`config.mk`:
```
export PLATFORM = sky130hd
export DESIGN_NAME = multicycle_cu
export DESIGN_NICKNAME = d
export VERILOG_FILES = /design/src/rtl/cu_pkg.sv /design/src/rtl/cu_alu_decoder.sv /design/src/rtl/multicycle_cu.sv
export SDC_FILE = /design/constraint.sdc
export NUM_CORES = 1
export LEC_CHECK = 0
export BUFFER_PORTS_ARGS = -buffer_cell sky130_fd_sc_hd__buf_2
export CORE_MARGIN = 4
export CORE_UTILIZATION = 40
export DETAILED_ROUTE_END_ITERATION = 7
export GPL_TIMING_DRIVEN = 0
export PLACE_DENSITY = 0.75
export SETUP_SLACK_MARGIN = 0.3
export SLEW_MARGIN = 20
export SYNTH_ARGS = -nofsm -noshare
export SYNTH_HDL_FRONTEND = slang
export SYNTH_SLANG_ARGS = --single-unit
export TNS_END_PERCENT = 20
```
`constraint.sdc`:
```
create_clock -name clk -period 1.2 [get_ports clk]
set_input_delay 0.24 -clock clk [delete_from_list [all_inputs] [get_ports clk]]
set_output_delay 0.24 -clock clk [all_outputs]
set_load 0.01 [all_outputs]
```
`src/rtl/cu_pkg.sv`:
```
// Shared types and encodings for the multicycle control unit.
// Also holds the ARM condition evaluator used at decode.
package cu_pkg;

  typedef enum logic [3:0] {
    S_FETCH,
    S_DECODE,
    S_MEMADR,
    S_MEMREAD,
    S_MEMWB,
    S_MEMWRITE,
    S_EXECR,
    S_EXECI,
    S_ALUWB,
    S_BRANCH
  } state_t;

  localparam logic [1:0] OP_DP  = 2'b00;
  localparam logic [1:0] OP_MEM = 2'b01;
  localparam logic [1:0] OP_BR  = 2'b10;
  localparam logic [1:0] OP_UND = 2'b11;

  localparam logic [3:0] ALU_ADD = 4'b0000;
  localparam logic [3:0] ALU_SUB = 4'b0001;
  localparam logic [3:0] ALU_AND = 4'b0010;
  localparam logic [3:0] ALU_ORR = 4'b0011;
  localparam logic [3:0] ALU_EOR = 4'b0100;
  localparam logic [3:0] ALU_MVN = 4'b0101;

  localparam logic [3:0] CMD_AND = 4'b0000;
  localparam logic [3:0] CMD_EOR = 4'b0001;
  localparam logic [3:0] CMD_SUB = 4'b0010;
  localparam logic [3:0] CMD_ADD = 4'b0100;
  localparam logic [3:0] CMD_TST = 4'b1000;
  localparam logic [3:0] CMD_TEQ = 4'b1001;
  localparam logic [3:0] CMD_CMP = 4'b1010;
  localparam logic [3:0] CMD_CMN = 4'b1011;
  localparam logic [3:0] CMD_ORR = 4'b1100;
  localparam logic [3:0] CMD_MOV = 4'b1101;
  localparam logic [3:0] CMD_MVN = 4'b1111;

  localparam logic [3:0] COND_EQ = 4'b0000;
  localparam logic [3:0] COND_NE = 4'b0001;
  localparam logic [3:0] COND_CS = 4'b0010;
  localparam logic [3:0] COND_CC = 4'b0011;
  localparam logic [3:0] COND_MI = 4'b0100;
  localparam logic [3:0] COND_PL = 4'b0101;
  localparam logic [3:0] COND_VS = 4'b0110;
  localparam logic [3:0] COND_VC = 4'b0111;
  localparam logic [3:0] COND_HI = 4'b1000;
  localparam logic [3:0] COND_LS = 4'b1001;
  localparam logic [3:0] COND_GE = 4'b1010;
  localparam logic [3:0] COND_LT = 4'b1011;
  localparam logic [3:0] COND_GT = 4'b1100;
  localparam logic [3:0] COND_LE = 4'b1101;
  localparam logic [3:0] COND_AL = 4'b1110;

  function automatic logic cond_met(
    input logic [3:0] c,
    input logic [3:0] nzcv
  );
    logic n, z, cy, v, r;
    {n, z, cy, v} = nzcv;
    r = 1'b0;
    case (c)
      COND_EQ: r = z;
      COND_NE: r = ~z;
      COND_CS: r = cy;
      COND_CC: r = ~cy;
      COND_MI: r = n;
      COND_PL: r = ~n;
      COND_VS: r = v;
      COND_VC: r = ~v;
      COND_HI: r = cy & ~z;
      COND_LS: r = ~cy | z;
      COND_GE: r = (n == v);
      COND_LT: r = (n != v);
      COND_GT: r = ~z & (n == v);
      COND_LE: r = z | (n != v);
      COND_AL: r = 1'b1;
      default: r = 1'b0;
    endcase
    return r;
  endfunction

endpackage

```
`src/rtl/cu_alu_decoder.sv`:
```
// Combinational data-processing decoder: funct/sh to ALU op,
// move/shift path selects and the NZ/CV flag-write mask.
module cu_alu_decoder
  import cu_pkg::*;
(
  input  logic [1:0] op,
  input  logic [5:0] funct,
  input  logic [1:0] sh,
  output logic [3:0] alu_ctl,
  output logic       no_write,
  output logic       sh_src,
  output logic       mov_src,
  output logic       mvn_src,
  output logic [1:0] flag_w
);

  logic [3:0] cmd;
  logic       dp;
  logic       is_shift;
  logic       is_mvn;

  assign cmd = funct[4:1];
  assign dp  = (op == OP_DP);

  always_comb begin
    alu_ctl  = ALU_ADD;
    no_write = 1'b0;
    is_shift = 1'b0;
    is_mvn   = 1'b0;
    if (dp) begin
      case (cmd)
        CMD_ADD: alu_ctl = ALU_ADD;
        CMD_CMN: begin
          alu_ctl  = ALU_ADD;
          no_write = 1'b1;
        end
        CMD_SUB: alu_ctl = ALU_SUB;
        CMD_CMP: begin
          alu_ctl  = ALU_SUB;
          no_write = 1'b1;
        end
        CMD_AND: alu_ctl = ALU_AND;
        CMD_TST: begin
          alu_ctl  = ALU_AND;
          no_write = 1'b1;
        end
        CMD_ORR: alu_ctl = ALU_ORR;
        CMD_EOR: alu_ctl = ALU_EOR;
        CMD_TEQ: begin
          alu_ctl  = ALU_EOR;
          no_write = 1'b1;
        end
        CMD_MVN: begin
          alu_ctl = ALU_MVN;
          is_mvn  = 1'b1;
        end
        CMD_MOV: begin
          alu_ctl  = {2'b10, sh};
          is_shift = 1'b1;
        end
        default: alu_ctl = ALU_ADD;
      endcase
    end
  end

  assign sh_src  = is_shift | is_mvn;
  assign mov_src = is_shift & funct[5];
  assign mvn_src = is_mvn & funct[5];

  // shifter ops own the carry, so CV is left alone for them
  assign flag_w[1] = dp & funct[0];
  assign flag_w[0] = dp & funct[0] & ~alu_ctl[3];

endmodule

```
`src/rtl/multicycle_cu.sv`:
```
// Moore FSM sequencing fetch/decode/execute/memory/writeback,
// with NZCV flag register and per-instruction condition latch.
module multicycle_cu
  import cu_pkg::*;
#(
  parameter int ALU_W       = 4,
  parameter bit MEM_WAIT_EN = 1'b1
) (
  input  logic             clk,
  input  logic             reset,
  input  logic [3:0]       cond,
  input  logic [1:0]       op,
  input  logic [5:0]       funct,
  input  logic [3:0]       rd,
  input  logic [1:0]       sh,
  input  logic [3:0]       alu_flags,
  input  logic             mem_ready,
  output logic             pc_write,
  output logic             ir_write,
  output logic             reg_write,
  output logic             mem_write,
  output logic             adr_src,
  output logic             alu_src_a,
  output logic [1:0]       alu_src_b,
  output logic [1:0]       result_src,
  output logic [1:0]       imm_src,
  output logic [1:0]       reg_src,
  output logic [ALU_W-1:0] alu_control,
  output logic             sh_src,
  output logic             mov_src,
  output logic             mvn_src,
  output logic [3:0]       state
);

  state_t     st;
  state_t     st_nx;
  logic [3:0] flags_q;
  logic       cond_ex_q;
  logic       rdy;
  logic       exec;
  logic       alu_sel;
  logic       pc_w;
  logic       ir_w;
  logic       reg_w;
  logic       mem_w;
  logic [3:0] dec_alu;
  logic       no_write;
  logic [1:0] flag_w;
  logic       pc_dst;

  cu_alu_decoder u_dec (
    .op       (op),
    .funct    (funct),
    .sh       (sh),
    .alu_ctl  (dec_alu),
    .no_write (no_write),
    .sh_src   (sh_src),
    .mov_src  (mov_src),
    .mvn_src  (mvn_src),
    .flag_w   (flag_w)
  );

  assign rdy    = mem_ready | ~MEM_WAIT_EN;
  assign exec   = (st == S_EXECR) || (st == S_EXECI);
  assign pc_dst = (rd == 4'd15);

  always_ff @(posedge clk) begin
    if (reset) begin
      st        <= S_FETCH;
      flags_q   <= '0;
      cond_ex_q <= 1'b0;
    end else begin
      st <= st_nx;
      if (st == S_DECODE)
        cond_ex_q <= cond_met(cond, flags_q);
      if (exec && cond_ex_q) begin
        if (flag_w[1])
          flags_q[3:2] <= alu_flags[3:2];
        if (flag_w[0])
          flags_q[1:0] <= alu_flags[1:0];
      end
    end
  end

  always_comb begin
    st_nx      = st;
    pc_w       = 1'b0;
    ir_w       = 1'b0;
    reg_w      = 1'b0;
    mem_w      = 1'b0;
    adr_src    = 1'b0;
    alu_src_a  = 1'b0;
    alu_src_b  = 2'b00;
    result_src = 2'b00;
    alu_sel    = 1'b0;
    unique case (st)
      S_FETCH: begin
        alu_src_a  = 1'b1;
        alu_src_b  = 2'b10;
        result_src = 2'b10;
        if (rdy) begin
          ir_w  = 1'b1;
          pc_w  = 1'b1;
          st_nx = S_DECODE;
        end
      end
      S_DECODE: begin
        alu_src_a = 1'b1;
        alu_src_b = 2'b10;
        unique case (op)
          OP_MEM: st_nx = S_MEMADR;
          OP_BR:  st_nx = S_BRANCH;
          OP_DP:  st_nx = funct[5] ? S_EXECI : S_EXECR;
          OP_UND: st_nx = S_FETCH;
          default: st_nx = S_FETCH;
        endcase
      end
      S_MEMADR: begin
        alu_src_b = 2'b01;
        st_nx = funct[0] ? S_MEMREAD : S_MEMWRITE;
      end
      S_MEMREAD: begin
        adr_src = 1'b1;
        if (rdy)
          st_nx = S_MEMWB;
      end
      S_MEMWB: begin
        result_src = 2'b01;
        reg_w = cond_ex_q;
        pc_w  = cond_ex_q & pc_dst;
        st_nx = S_FETCH;
      end
      S_MEMWRITE: begin
        adr_src = 1'b1;
        mem_w   = cond_ex_q;
        if (rdy)
          st_nx = S_FETCH;
      end
      S_EXECR, S_EXECI: begin
        alu_src_b = (st == S_EXECI) ? 2'b01 : 2'b00;
        alu_sel   = 1'b1;
        st_nx     = S_ALUWB;
      end
      S_ALUWB: begin
        reg_w = cond_ex_q & ~no_write;
        pc_w  = cond_ex_q & ~no_write & pc_dst;
        st_nx = S_FETCH;
      end
      S_BRANCH: begin
        alu_src_b  = 2'b01;
        result_src = 2'b10;
        pc_w  = cond_ex_q;
        st_nx = S_FETCH;
      end
      default: st_nx = S_FETCH;
    endcase
  end

  always_comb begin
    imm_src = 2'b00;
    case (op)
      OP_DP: begin
        if (funct[4:1] == CMD_MOV && !funct[5])
          imm_src = 2'b11;
      end
      OP_MEM:  imm_src = 2'b01;
      OP_BR:   imm_src = 2'b10;
      default: imm_src = 2'b00;
    endcase
  end

  assign reg_src[0] = (op == OP_BR);
  assign reg_src[1] = (op == OP_MEM) & ~funct[0];

  assign alu_control =
    ALU_W'(alu_sel ? dec_alu : ALU_ADD);

  // a reset cycle must never commit anything
  assign pc_write  = pc_w & ~reset;
  assign ir_write  = ir_w & ~reset;
  assign reg_write = reg_w & ~reset;
  assign mem_write = mem_w & ~reset;

  assign state = st;

endmodule

```
Yosys cells after proc, flatten, opt, wreduce, memory -nomap -nowiden
Cells that the tools add are included.

word-level totals
  register bits after elaboration = 9
  input bits = 25
  output and inout port bits = 25
  word-level logic and storage cells = 120

operators by class
  equal/unequal tests = 41
  mux-type cells = 30
  bitwise gates (word level) = 25
  reductions and logical operators = 20

operators by type and width
  cell                                                              count
  4-bit == test (second input constant)                             17
  4-bit one-hot mux with 6 select lines                             2
  4-bit by 3-bit == test with 1-bit output (second input constant)  8
  4-bit by 2-bit == test with 1-bit output (second input constant)  5
  4-bit 2-to-1 mux                                                  5
  4-bit one-hot mux with 4 select lines                             1
  2-bit OR reduction                                                8
  1-bit one-hot mux with 15 select lines                            1
  1-bit bitwise AND                                                 14
  1-bit 2-to-1 mux                                                  14
  4-bit by 1-bit == test with 1-bit output (second input constant)  3
  4-bit logical NOT                                                 3
  2-bit one-hot mux with 3 select lines                             2
  1-bit inverter                                                    8
  2-bit inequality test (second input constant)                     3
  2-bit == test (second input constant)                             2
  1-bit one-hot mux with 4 select lines                             1
  2-bit one-hot mux with 2 select lines                             1
  2-bit AND reduction                                               2
  4-bit OR reduction                                                1
  3-bit 2-to-1 mux                                                  1
  1-bit OR                                                          3
  3-bit AND reduction                                               1
  2-bit by 1-bit == test with 1-bit output (second input constant)  1
  8 further kinds                                                   9

Longest topological paths before layout
  depth after elaboration = 9
  gate-level depth with buffers = 6
  depth with buffers taken out = 5

Hierarchy
Synthesis repeated with hierarchy kept, for this count alone.

second synthesis, totals
  cells, all modules = 142
  area, all modules = 1046.0 um^2

modules (own cells, without submodules)
  module          times used  cells an instance  area an instance (um^2)  sequential area each (um^2)
  multicycle_cu   1           119                884.6                    180.2
  cu_alu_decoder  1           23                 161.4                    0.0

Worst setup path after synthesis
OpenSTA, ideal clock, no wires.

  path kind = register to output
  start point = register st[2], in the netlist state[2]
  end point = output reg_write
  data arrival time = 1490 ps
  required time = 960 ps
  setup slack = -530 ps
  cell stages (with the launch flop) = 5
  buffers on the path = 1
  path through = dfxtp_1 -> clkbuf_1 -> nand2b_1 -> nand2b_1 -> a2111oi_0

on the way
  cells in the longest elaborated chain, start to end = 3
  elaborated cells between the ends (all ways) = 4
  classes of those cells = eq/ne: 2; mux: 1; bitwise: 1

RTL lines
  item                                                                       line                  source
  start: declaration                                                         multicycle_cu.sv:35   state_t st;
  start signal: assignment                                                   multicycle_cu.sv:73   st <= st_nx;
  4-bit == test or 4-bit by 3-bit == test with 1-bit output (tied branches)  multicycle_cu.sv:96   unique case (st)
  1-bit one-hot mux with 2 select lines *                                    multicycle_cu.sv:96
  1-bit bitwise AND *                                                        multicycle_cu.sv:181  assign reg_write = reg_w & ~reset;
  end: declaration                                                           multicycle_cu.sv:20   output logic reg_write,

Mark *: on every way between the ends. The rest lies on a longest branch, timed or not.

Final worst setup path
Same ends and word-level chain as after synthesis.

==> metrics.md <==
| Metric | Value |
|---|---|
| CTS Hold Bufs | 0 |
| Avg WL per Cell | about 15 um |
| DRT Wirelength | ~3.4 mm |
| Pre-antenna DRT Iters | 4 |
| Crit path capture type | primary output |
| CTS tree | yes |
| Root Driver | clkbuf_4 |
| Clk_lat worst skew | between 0.2 and 0.3 ns |
| Total number of vias | ~1.3k |
| Vias in the first global route | ~1.3k |
| Minimum clock period | about 1.7 ns |
| Antenna Violating Nets Remaining | 0 |
| Slew @ Worst Pin | about 0.33 ns |
| Syn Std Cell Area | 961 um2 |
| Worst hold slack | ~0.21 ns |
| Critical Path End | reg_write |
| EDFF count, synth | 0 |
| Longest Clk Path Bufs | 2 |
| 1st-iter DRT viols | 20 |
| Unrepaired setup endpoints after global routing | yes |
| Sink Count | 9 |
| Largest net degree at the start of global routing | 11 |
| PD cells | 608 mW/mm2 |
| R2R Setup Slk | -0.28 ns |
| Slew headroom | 77.5% |
| Failing checks | setup timing |
| I/O pins | 50 |
| Synth Area per Inst | a little over 7 um2 |
| Syn nets | 161 |
| Setup ws final | -0.478 ns |
| Fin crit share | 140% |
| # setup viols final | 20 |
| Status | finished, violations left |
| Ys flop type | dfxtp_1 |
| Buffers on Ports | 46 |
| Area grow syn2layout | 64.3% |
| First-pass GRT wire length | 5.57 mm |
| Final Max Tran Viols | 0 |
| Starting Density | between 40% and 50% |
| Synth cell types | 42 |
| CP max stage cell | dfxtp_2 |
| Share of cells above drive strength 1 | about half |
| Ys async rst share | 0% |
| RePlAce Congestion | approximately 0.89 |
| Leak Pwr | just over 0.0007 uW |
| Final Util | a little over two thirds |
| Max-cap violations | 0 |
| DIE WIDTH | about 57 um |
| CP max FO | 4 |
| Syn. warnings | 0 |
| Site Rows | 17 |
| Gr ovfl total | 0 |
| Sequential share of the synthesized area | about a fifth |
| Maximum clock rate | about 0.60 GHz |
| Reg-to-Reg Start | state[3] |
| Syn Inst Count | roughly 140 |
| Final Hold Viols | 0 |
| CP delay by family, top | flip-flops |
| Commonest non-fill, non-tap cells in the layout | buf_2 (40), nor2_1 (16), buf_4 (10), nor3_2 (7), nand2_1 (7) |
| CTS buffer count | 3 |
| R2R cell count | 5 |
| Number of inserted diodes | 0 |
| CP Buf/Inv Count | 2 |
| Critical Path Most Common Cell | nand2b_4 |
| Post-DR vias/cell | about 5.8 |
| Worst-path cell chain | buf_8 -> nand2b_4 -> nand2b_4 -> a2111oi_4 -> buf_2 |
| H-tree depth | 1 |
| Clock-pin transition on the worst setup and hold timing paths | roughly 0.06 ns |
| Core area | approximately 0.0023 mm2 |
| Remaining DRCs | 0 |
| Crit. path cell count | 5 |
| CP Class | flop to primary output |
| CP max stage delay | between 0.3 and 0.4 ns |
| #FFs+latches synth | 9 |
| Clock Skew | roughly 0.008 ns |
| Die Area | between 0.003 and 0.004 mm2 |
| CP startpoint kind | flop |
| Gr usage total | ~21% |
| Max VDD drop | approximately 0.60 mV |
| Nets | around 220 |
| Required @ worst endpoint | approximately 0.96 ns |
| Crit path arrival time | between 1 and 1.5 ns |
| Critical Path Source | state[2] |
| Commonest non-fill, non-tap cell in the layout | buf_2 |
| Die height | 57.0 um |
| Critical R2R Capture | cond_ex_q |
| Antenna violations before repair | 0 |
| Worst min-delay path class | primary input to flop |
| Post-DP HPWL | between 2 and 2.5 mm |
==> flip-flops by register name (all words and copies together), names as in the netlist <==
name	cells
cond_ex_q	1
flags_q	4
state	4
==> stage by stage <==
step	instances	setup TNS (ns)	total power (uW)	cell area, um2	setup slack (ns)
detailed placement	210	-5.81	652	1310	-0.571
finish	221	-5.82	960	1580	-0.478
floorplan	136	-1.39	522	1040	-0.264
global route	221	-7.22	1010	1580	-0.520
global placement	210	-5.33	642	1310	-0.529
CTS	220	-5.86	945	1530	-0.489
==> worst min path at each step <==
stage / startpoint / end / slack [ns] / cells after the start
finish: alu_flags[0] / flags_q[0] / 0.21 / 3
global route: alu_flags[1] / flags_q[1] / 0.22 / 3
CTS: alu_flags[3] / flags_q[3] / 0.20 / 3
detailed placement: alu_flags[1] / flags_q[1] / 0.48 / 3
global placement: alu_flags[3] / flags_q[3] / 0.47 / 3
floorplan: reset / flags_q[0] / 0.31 / 1
==> worst reg2reg max path, cell delays in order (launching register included) <==
cell	delay (ns)
dfxtp_4	0.37
buf_6	0.14
nand2b_4	0.15
nand3b_1	0.20
or4_1	0.48
nand4_1	0.09
==> layer usage <==
metal  vias up  share of wire (%)  track usage, %
li1        617                  -               -
met1       592                 40            25.5
met2        61                 50            35.7
met4         0                2.4            9.60
met5         -                  0               0
met3        11                7.6            2.94
==> cell type report <==
type / count / area, um2
Inverter: 4 / 17.5
Clock buffer: 4 / 26.3
Timing Repair Buffer: 53 / 309
Tap cell: 28 / 35.0
Fill cell: 204 / 676
Sequential cell: 9 / 193
Buffer: 8 / 93.8
Multi-Input combinational cell: 115 / 905
==> cell usage after synthesis, drive strengths merged, types with 2 or more instances <==
cell type  number  area share [%]
nand3           7             3.6
nand2           8             3.1
inv             4             1.6
xor2            2             1.8
nor3           12             6.3
a31oi           3             2.0
xnor2           3             2.7
mux2i           6             6.3
nor2b           4             2.6
clkbuf          4             1.6
nand3b          3             2.3
and3            3             2.0
nor2           18             7.0
dfxtp           9              19
nor3b           2             1.6
nand2b         10             6.5
a2111oi         3             2.7
buf             4             3.9
a21oi           7             3.6
o22ai           2             2.0
o21ai           3             1.6
==> power breakdown <==
group / internal (uW) / leakage, uW / switching, uW / total, uW
Sequential: 307 / 0.0000756 / 21.4 / 328
Combinational: 186 / 0.000613 / 210 / 396
Clock: 128 / 0.0000150 / 107 / 235
Total: 621 / 0.000704 / 339 / 960
==> cells by family (layout without fill, tap and decap cells) <==
logic type | count (synthesis) | in the layout | synth area share, %
simple gates | 74 | 74 | 40.5
compound gates | 29 | 29 | 21.7
buf+inv | 12 | 69 | 7.03
flops | 9 | 9 | 18.7
mux | 7 | 7 | 7.42
xor+xnor | 5 | 5 | 4.56
==> timing repair <==
item | CTS | global route
pin swaps | 10 | 3
cloned | 0 | 0
resized for setup | 38 | 12
endpoints found under the setup margin | 34 | 34
buffers inserted | 6 | 1
No activity file was read; power rests on OpenSTA's default activity.
